### config.mk
export PLATFORM = sky130hd
export DESIGN_NAME = scan_fifo_sync
export DESIGN_NICKNAME = d
export VERILOG_FILES = /design/src/rtl/scan_fifo_sync.sv
export SDC_FILE = /design/constraint.sdc
export NUM_CORES = 1
export LEC_CHECK = 0
export CAP_MARGIN = 0
export CORE_UTILIZATION = 54
export DETAILED_ROUTE_END_ITERATION = 8
export GPL_TIMING_DRIVEN = 0
export PLACE_DENSITY = 0.77
export SYNTH_ARGS = -nofsm -noshare
export SYNTH_HDL_FRONTEND = slang
export SYNTH_SLANG_ARGS = --single-unit
### constraint.sdc
create_clock -name ACLK -period 4.09 [get_ports ACLK]
set_input_delay 1.0225 -clock ACLK [delete_from_list [all_inputs] [get_ports ACLK]]
set_output_delay 1.0225 -clock ACLK [all_outputs]
set_load 0.01 [all_outputs]
### src/rtl/scan_fifo_sync.sv
// rtl/scan_fifo_sync.sv - single-clock FWFT FIFO between the scan DMA read and write paths
// Registered occupancy drives all status flags; only rd_en feeds push acceptance when full.
module scan_fifo_sync #(
  parameter int DATA_WIDTH = 32,
  parameter int DEPTH      = 16,
  parameter int AF_LEVEL   = 12
) (
  input  logic                          ACLK,
  input  logic                          ARESET,
  input  logic                          flush,
  input  logic                          wr_en,
  input  logic [DATA_WIDTH-1:0]         din,
  input  logic                          rd_en,
  output logic [DATA_WIDTH-1:0]         dout,
  output logic                          empty,
  output logic                          full,
  output logic                          almost_full,
  output logic [$clog2(DEPTH):0]        count,
  output logic                          overflow,
  output logic                          underflow,
  input  logic                          err_clr
);

  localparam int AW = $clog2(DEPTH);
  localparam int CW = AW + 1;
  localparam logic [CW-1:0] DEPTH_C = CW'(DEPTH);
  localparam logic [CW-1:0] AF_C    = CW'(AF_LEVEL);

  logic [DATA_WIDTH-1:0] mem_q [DEPTH];
  logic [AW-1:0]         wr_ptr_q, wr_ptr_d;
  logic [AW-1:0]         rd_ptr_q, rd_ptr_d;
  logic [CW-1:0]         count_q, count_d;
  logic                  overflow_q, overflow_d;
  logic                  underflow_q, underflow_d;

  logic rd_pop;
  logic wr_push;
  logic mem_we;
  logic ovf_set;
  logic udf_set;

  assign empty       = (count_q == '0);
  assign full        = (count_q == DEPTH_C);
  assign almost_full = (count_q >= AF_C);
  assign count       = count_q;
  assign overflow    = overflow_q;
  assign underflow   = underflow_q;
  assign dout        = mem_q[rd_ptr_q];

  // A pop while full frees the slot the simultaneous push lands in.
  assign rd_pop  = rd_en & ~empty;
  assign wr_push = wr_en & (~full | rd_en);
  assign mem_we  = wr_push & ~flush & ~ARESET;

  always_comb begin
    wr_ptr_d    = wr_ptr_q;
    rd_ptr_d    = rd_ptr_q;
    count_d     = count_q;
    ovf_set     = 1'b0;
    udf_set     = 1'b0;
    if (flush) begin
      wr_ptr_d = '0;
      rd_ptr_d = '0;
      count_d  = '0;
    end else begin
      ovf_set = wr_en & ~wr_push;
      udf_set = rd_en & empty;
      if (wr_push) wr_ptr_d = wr_ptr_q + AW'(1);
      if (rd_pop)  rd_ptr_d = rd_ptr_q + AW'(1);
      case ({wr_push, rd_pop})
        2'b10:   count_d = count_q + CW'(1);
        2'b01:   count_d = count_q - CW'(1);
        default: count_d = count_q;
      endcase
    end
    // Set beats clear when both happen in the same cycle.
    overflow_d  = (overflow_q  & ~err_clr) | ovf_set;
    underflow_d = (underflow_q & ~err_clr) | udf_set;
  end

  always_ff @(posedge ACLK) begin
    if (ARESET) begin
      wr_ptr_q    <= '0;
      rd_ptr_q    <= '0;
      count_q     <= '0;
      overflow_q  <= 1'b0;
      underflow_q <= 1'b0;
    end else begin
      wr_ptr_q    <= wr_ptr_d;
      rd_ptr_q    <= rd_ptr_d;
      count_q     <= count_d;
      overflow_q  <= overflow_d;
      underflow_q <= underflow_d;
    end
  end

  always_ff @(posedge ACLK) begin
    if (mem_we) mem_q[wr_ptr_q] <= din;
  end

endmodule
======== Yosys cells after proc, flatten, opt, wreduce, memory -nomap -nowiden ========
Memories as Yosys holds them, arrays and structs flattened. A register that Yosys moved wholly into a read port is not among the register bits.
Index checks and enable logic that the tools add are counted.
storage, ports and cells
  input port bits ......................... 38
  output and inout bits ................... 42
  RAM bits ................................ 512
  memories ................................ 1
  register bits ........................... 15
cells by class
  mux-type cells .......................... 7
  $add $sub $neg .......................... 4
  reduce and logical (&&, ||, !) cells .... 3
  equality and inequality tests ........... 3
  order comparisons ....................... 1
  bitwise logic cells ..................... 17
memories
  name   depth  bits a word  read ports  clocked after memory_dff  wr ports  line  RTL
  mem_q  16     32           1           1                         1         29    logic [DATA_WIDTH-1:0] mem_q [DEPTH];
operators with widths
  cell                                                                    count
  5-bit one-hot mux with 2 select lines                                   1
  4-bit by 1-bit adder with 4-bit output (second input constant)          2
  1-bit AND                                                               8
  4-bit 2-to-1 mux                                                        2
  1-bit inverter                                                          6
  5-bit by 1-bit adder with 5-bit output (second input constant)          1
  5-bit == test (second input constant)                                   1
  5-bit by 4-bit >= comparator with 1-bit output (second input constant)  1
  5-bit logical NOT                                                       1
  5-bit by 1-bit subtractor with 5-bit output (second input constant)     1
  1-bit 2-to-1 mux                                                        4
  1-bit bitwise OR                                                        3
  2-bit by 1-bit == test with 1-bit output (second input constant)        1
  2-bit == test (second input constant)                                   1
  2-bit nonzero test                                                      1
  2-bit OR reduction                                                      1

======== Logic depth before layout (Yosys ltp) ========
Gate-level depths: netlist of run 1.
  depth after elaboration ................. 8
  mapped depth ............................ 15
  mapped depth without buffers ............ 10

======== Least setup slack after synthesis of run 1 ========
No wires, ideal clock.
  path kind ............................... input -> register
  start point ............................. input flush
  end point ............................... memory mem_q[11][0], enable pin
  data required time ...................... 3.629 ns
  arrival ................................. 3.790 ns
  setup time .............................. 0.461 ns
  stages .................................. 3
  path slack .............................. -0.161 ns
  cells stage by stage .................... nor2_1 -> nand2_1 -> nor3_1
between the ends
  word-level cells in the longest chain between the ends .. 5
ends and longest elaborated chain
  what                                    line  RTL
  from (decl)                             10    input logic flush,
  1-bit inverter                          53    assign mem_we = wr_push & ~flush & ~ARESET;
  1-bit AND (2 in series)                 53
  1-bit 2-to-1 mux                        98    if (mem_we) mem_q[wr_ptr_q] <= din;
  1-bit 2-to-1 mux (implied by the code)  98
  to (decl)                               29
No other way between the ends.

==> flow_metrics.env, run 1 <==
export IMPL_place_gp_congestion=0.730
export IMPL_cp_start_kind="register"
export IMPL_clk_latency_ps=560
export IMPL_ir_worst_vdd_mv=0.398
export IMPL_power_density_nw_per_um2=461
export IMPL_n_fill_cell=2328
export IMPL_holdWs_ps=480
export IMPL_area_delta_synth_final_pct=17.2
export IMPL_path_clk_slew_ps=60
export IMPL_cts_tree="yes"
export IMPL_ios=80
export IMPL_post_synth_cell_area_avg_um2=22.1
export IMPL_crit_fanout=10
export IMPL_max_freq_mhz=251
export IMPL_netlist_instances=916
export IMPL_final_area_um2=23700
export IMPL_worst_ep_arrival_time_ps=2970
export IMPL_p_leak_uw=0.00748
export IMPL_port_buffers=79
export IMPL_place_hpwl_mm=26.1
export IMPL_worst_slew_pin_slew_ps=898
export IMPL_cts_buffers=51
export IMPL_top_usage_layer="met2"
export IMPL_postCtsHoldBufs=0
export IMPL_vias_per_cell=6.34
export IMPL_cts_max_level=2
export IMPL_core_um2=36700
export IMPL_path_class="register to primary output"
export IMPL_synthArstFlopShare=0
export IMPL_wl_per_cell_um=28.1
export IMPL_grt_antenna_before_repair=1
export IMPL_synthDistinctLibCells=44
export IMPL_synth_top_area_share=0.760
export IMPL_ys_ff_latch=531
export IMPL_dr_total_vias=9984
export IMPL_slew_headroom=0.399
export IMPL_met1_usage=0.323
export IMPL_hold_violations=0
export IMPL_place_area_um2=22000
export IMPL_nets=1112
export IMPL_cts_setup_buffers=0
export IMPL_start_util=0.551
export IMPL_antenna_left=0
export IMPL_grt_pass1_wl_mm=65.7
export IMPL_setup_viol=0
export IMPL_maxCapViolations=0
export IMPL_cts_sinks=531
export IMPL_die_area_um2=38200
export IMPL_fin_util=0.646
export IMPL_drive_above_1_share=0.241
export IMPL_seq_area_um2=15800
export IMPL_grtUsageMet3=0.0404
export IMPL_grt_setup_unrepaired="true"
export IMPL_synth_main_ff_cell="edfxtp_1"
export IMPL_status="completed"
export IMPL_clk_path_buf_depth=3
export IMPL_die_h_um=196
export IMPL_required_ps=3070
export IMPL_synth_top_family_by_area="multiplexers"
export IMPL_first_global_vias=10500
export IMPL_remaining_drc_errors=0
export IMPL_yosys_warnings=0
export IMPL_grt_max_degree=26
export IMPL_synth_area_um2=20200
export IMPL_yosysTopAreaCell="edfxtp_1"
export IMPL_layout_min_cycle_time_ps=3990
export IMPL_overflow=0
export IMPL_finalClockSkew_ps=17.0
export IMPL_ys_top_cells_by_area="edfxtp_1 (76%), mux4_2 (14%), a22oi_1 (2.4%)"
export IMPL_track_usage=0.239
export IMPL_yosys_area_share_adder=0.00557
export IMPL_routed_wl_mm=44.3
export IMPL_drt_iter0_markers=926
export IMPL_grt_met2_usage=0.397
export IMPL_drt_pass1_iterations=5
export IMPL_final_max_slew_viol_count=0
export IMPL_finalPower_uw=10900
export IMPL_root_buffer="clkbuf_16"
export IMPL_die_w_um=196
export IMPL_syn_nets=963
export IMPL_multiInputGateArea_um2=4250
export IMPL_synthSimpleGateAreaFrac=0.0252
export IMPL_synthMuxAreaShare=0.143
export IMPL_hold_path_class="register to register"
export IMPL_synth_seq_area_share=0.779
export IMPL_fin_crit_sh=0.975
export IMPL_tns_ps=0
export IMPL_synth_xor_area_share=0.00303
export IMPL_crit_path_end_kind="primary output"
export IMPL_num_rows=70
export IMPL_synth_edff_count=512
export IMPL_synth_compound_area_share=0.0308
==> area by class of cell <==
| type | count | area share |
|---|---|---|
| repair buffers | 96 | 0.0491 |
| clock buffers | 61 | 0.0572 |
| multi-input cells | 327 | 0.179 |
| plain buffers | 52 | 0.0133 |
| clock inverters | 32 | 0.0105 |
| diodes | 1 | 0.000106 |
| well taps | 468 | 0.0247 |
| flip-flops and latches | 531 | 0.665 |
| inverters | 6 | 0.000950 |
==> registers in the layout (all words and copies together), names as in the netlist, named ones only <==
register	flops
mem_q	512
count	5
rd_ptr_q	4
wr_ptr_q	4
overflow	1
underflow	1
==> per-layer routing <==
layer,wire (um),vias up
met5,0,-
met4,1240,0
met3,3030,95
met2,22400,450
met1,17600,5271
li1,-,4168
==> what timing repair did <==
action | CTS | global route
resized for setup | 19 | 26
cloned | 0 | 0
setup endpoints to repair | 32 | 32
==> stage by stage <==
step | instances | setup WS (ps)
floorplan | 916 | 500
global placement | 1463 | -1800
detailed placement | 1480 | 150
CTS | 1573 | -85.7
global route | 1574 | -6.55
finish | 1574 | 101
==> report_power, final <==
group / internal (uW) / leakage [uW] / switching, uW
clock network: 2610 / 0.000786 / 1950
logic: 178 / 0.00193 / 205
registers: 5980 / 0.00476 / 8.53
==> worst paths after layout <==
kind                 start  endpoint  slack, ps  depth (start not counted)
setup / recovery  register  dout[16]        100                          5
hold / removal    overflow  overflow        480                          2
setup reg to reg  count[1]  count[4]        740                         14
hold reg to reg   overflow  overflow        480                          2
==> kinds of logic after synthesis <==
group                    Yosys count
flip-flops                       531
multiplexers                     130
AND/OR/NAND/NOR                   98
AO/OA/AOI/OAI                     83
buffers and inverters             58
adder cells (fa/ha/maj)            9
XOR/XNOR                           7
==> synth_stat cells (2+ instances only) <==
cell type  count
a21oi_1        5
nor3b_1        2
and3_1        15
nand2b_1       3
buf_6          4
nor2b_1        4
xnor2_1        2
mux4_2       128
and2_1         2
o211ai_1       2
a22oi_1       64
nand4b_1       2
ha_1           9
buf_1          2
nand2_1       36
nand3b_1       2
nand3_1        5
dfxtp_1       19
inv_1          6
nor3_1         2
mux2i_1        2
buf_2         13
nand4_1        2
xor2_1         5
or4_1          3
o31a_1         2
clkbuf_1      33
nor2_1        14
edfxtp_1     512
o21ai_0        2
==> cell usage in the layout, fill, tap and decap left out, drive strengths merged, types with 5 or more instances in the layout <==
master         synthesis  routed
clkinv                 0      26
clkbuf                33      93
nor2                  14      14
xor2                   5       5
a22oi                 64      64
nand3                  5       5
buf                   19      37
nand2                 36      36
inv                    6       7
and3                  15      15
ha                     9       9
clkdlybuf4s50          0      79
edfxtp               512     512
mux4                 128     128
dfxtp                 19      19
a21oi                  5       5
==> critical path, cell delays in order (launching register included) <==
cell             delay (ps)
dfxtp_1                 330
nor2_1                  470
clkbuf_1                690
a22oi_1                 230
nand2_1                 140
clkdlybuf4s50_1         540
(Power assumes the default switching activity.)
==> run 2: changes to the inputs <==
Settings changed: SLEW_MARGIN set to 20.
==> flow_metrics.env, run 2 (same netlist as run 1, synthesis figures left out) <==
export IMPL_root_buffer="clkbuf_16"
export IMPL_hold_violations=0
export IMPL_final_max_slew_viol_count=0
export IMPL_final_cell_mix="edfxtp_1 (512), mux4_2 (128), clkdlybuf4s50_1 (79)"
export IMPL_grt_pass1_wl_mm=65.8
export IMPL_antenna_left=0
export IMPL_dr_total_vias=9981
export IMPL_die_area_um2=38200
export IMPL_required_ps=3070
export IMPL_grt_setup_unrepaired="false"
export IMPL_r2r_start="count[2]"
export IMPL_path_clk_slew_ps=60
export IMPL_die_h_um=196
export IMPL_n_fill_cell=2316
export IMPL_top_register="mem_q"
export IMPL_status="completed"
export IMPL_drt_pass1_iterations=5
export IMPL_worst_slew_pin_slew_ps=836
export IMPL_slew_headroom=0.443
export IMPL_largest_register_ffs=512
export IMPL_maxCapViolations=0
export IMPL_antennaDiodeCount=0
export IMPL_remaining_drc_errors=0
export IMPL_seq_area_um2=15800
export IMPL_area_delta_synth_final_pct=17.3
export IMPL_hold_path_startpoint="overflow"
export IMPL_p_leak_uw=0.00750
export IMPL_fin_util=0.647
export IMPL_final_common_cell="edfxtp_1"
export IMPL_worst_ep_arrival_time_ps=2960
export IMPL_track_usage=0.239
export IMPL_place_gp_congestion=0.730
export IMPL_layout_min_cycle_time_ps=3990
export IMPL_clk_latency_ps=580
export IMPL_path_class="register to primary output"
export IMPL_routed_wl_mm=44.4
export IMPL_vias_per_cell=6.35
export IMPL_max_freq_mhz=251
export IMPL_hold_path_class="register to register"
export IMPL_die_w_um=196
export IMPL_overflow=0
export IMPL_nets=1114
export IMPL_port_buffers=79
export IMPL_grt_max_degree=21
export IMPL_crit_path_end_kind="primary output"
export IMPL_drive_above_1_share=0.248
export IMPL_wl_per_cell_um=28.2
export IMPL_ir_worst_vdd_mv=0.295
export IMPL_dpl_worst_slack_ps=132
export IMPL_multiInputGateArea_um2=4250
export IMPL_cts_max_level=2
export IMPL_clk_path_buf_depth=3
export IMPL_first_global_vias=10300
export IMPL_place_area_um2=22100
export IMPL_grt_antenna_before_repair=1
export IMPL_drt_iter0_markers=1111
export IMPL_crit_fanout=10
export IMPL_setup_slack_ps=104
export IMPL_power_density_nw_per_um2=459
export IMPL_core_um2=36700
export IMPL_start_util=0.551
export IMPL_cts_buffers=51
export IMPL_fin_crit_sh=0.974
export IMPL_final_area_um2=23700
export IMPL_postCtsHoldBufs=0
export IMPL_setup_viol=0
export IMPL_cts_sinks=531
export IMPL_finalClockSkew_ps=17.4
export IMPL_cts_setup_buffers=0
export IMPL_cts_tree="yes"
export IMPL_place_hpwl_mm=26.3
export IMPL_ios=80
export IMPL_num_rows=70
export IMPL_cp_start_kind="register"
==> run 2: changes by cell type in the layout (fill, tap and decap cells not counted), moves of 2 or more <==
cell      before  now
buf_8          1    3
clkinv_2       8   10
buf_16         5    7
clkbuf_2      12   16
clkinv_1      17    9
buf_12        11    9
==> run 2: path summary, 6_finish.rpt <==
kind / slack [ps] / to / cells past startpoint
min: 480 / overflow / 2
max: 100 / dout[18] / 6
min reg2reg: 480 / overflow / 2
max reg2reg: 740 / count[4] / 15
==> run 2: worst max-delay path, cell delays in order (launching register included) <==
cell and delay [ps]:
dfxtp_1 380, clkbuf_2 320, clkbuf_2 390, mux4_2 390, a22oi_1 310, nand2_1 110, clkdlybuf4s50_1 490
==> run 2: report_power, final <==
part | switching (uW) | total (uW) | internal [uW]
clock network | 1950 | 4530 | 2580
logic | 205 | 383 | 178
registers | 8.57 | 5990 | 5980
total | 2170 | 10900 | 8740
==> run 2: routing by layer <==
layer | routed length [um] | track usage | vias to the layer above | share of wire
met5 | 13 | 0 | - | 0.00029
met4 | 1010 | 0.0726 | 2 | 0.023
met3 | 3430 | 0.0444 | 84 | 0.077
met2 | 22600 | 0.403 | 492 | 0.51
met1 | 17400 | 0.321 | 5221 | 0.39
li1 | - | - | 4182 | -
==> run 2: stage by stage <==
step	hold WS, ps	std cells	TNS, ps	power [uW]
after CTS	485	1573	-409	10900
after global routing	516	1573	0	11200
final	480	1573	0	10900
after floorplan	459	916	0	6280
after detailed placement	475	1482	0	6480
after global placement	460	1463	-289420	6460
==> run 2: area by class of cell <==
class | instances | share of cell area
Sequential cell | 531 | 0.664
Multi-Input combinational cell | 327 | 0.179
Clock buffer | 63 | 0.0566
Timing Repair Buffer | 98 | 0.0509
Tap cell | 468 | 0.0247
Buffer | 52 | 0.0132
Clock inverter | 28 | 0.0107
Inverter | 6 | 0.000949
==> run 2: what timing repair did <==
item / in CTS / in global routing
setup endpoints to repair: 32 / 25
resized for setup: 24 / 18
hold endpoints to repair: 0 / 0
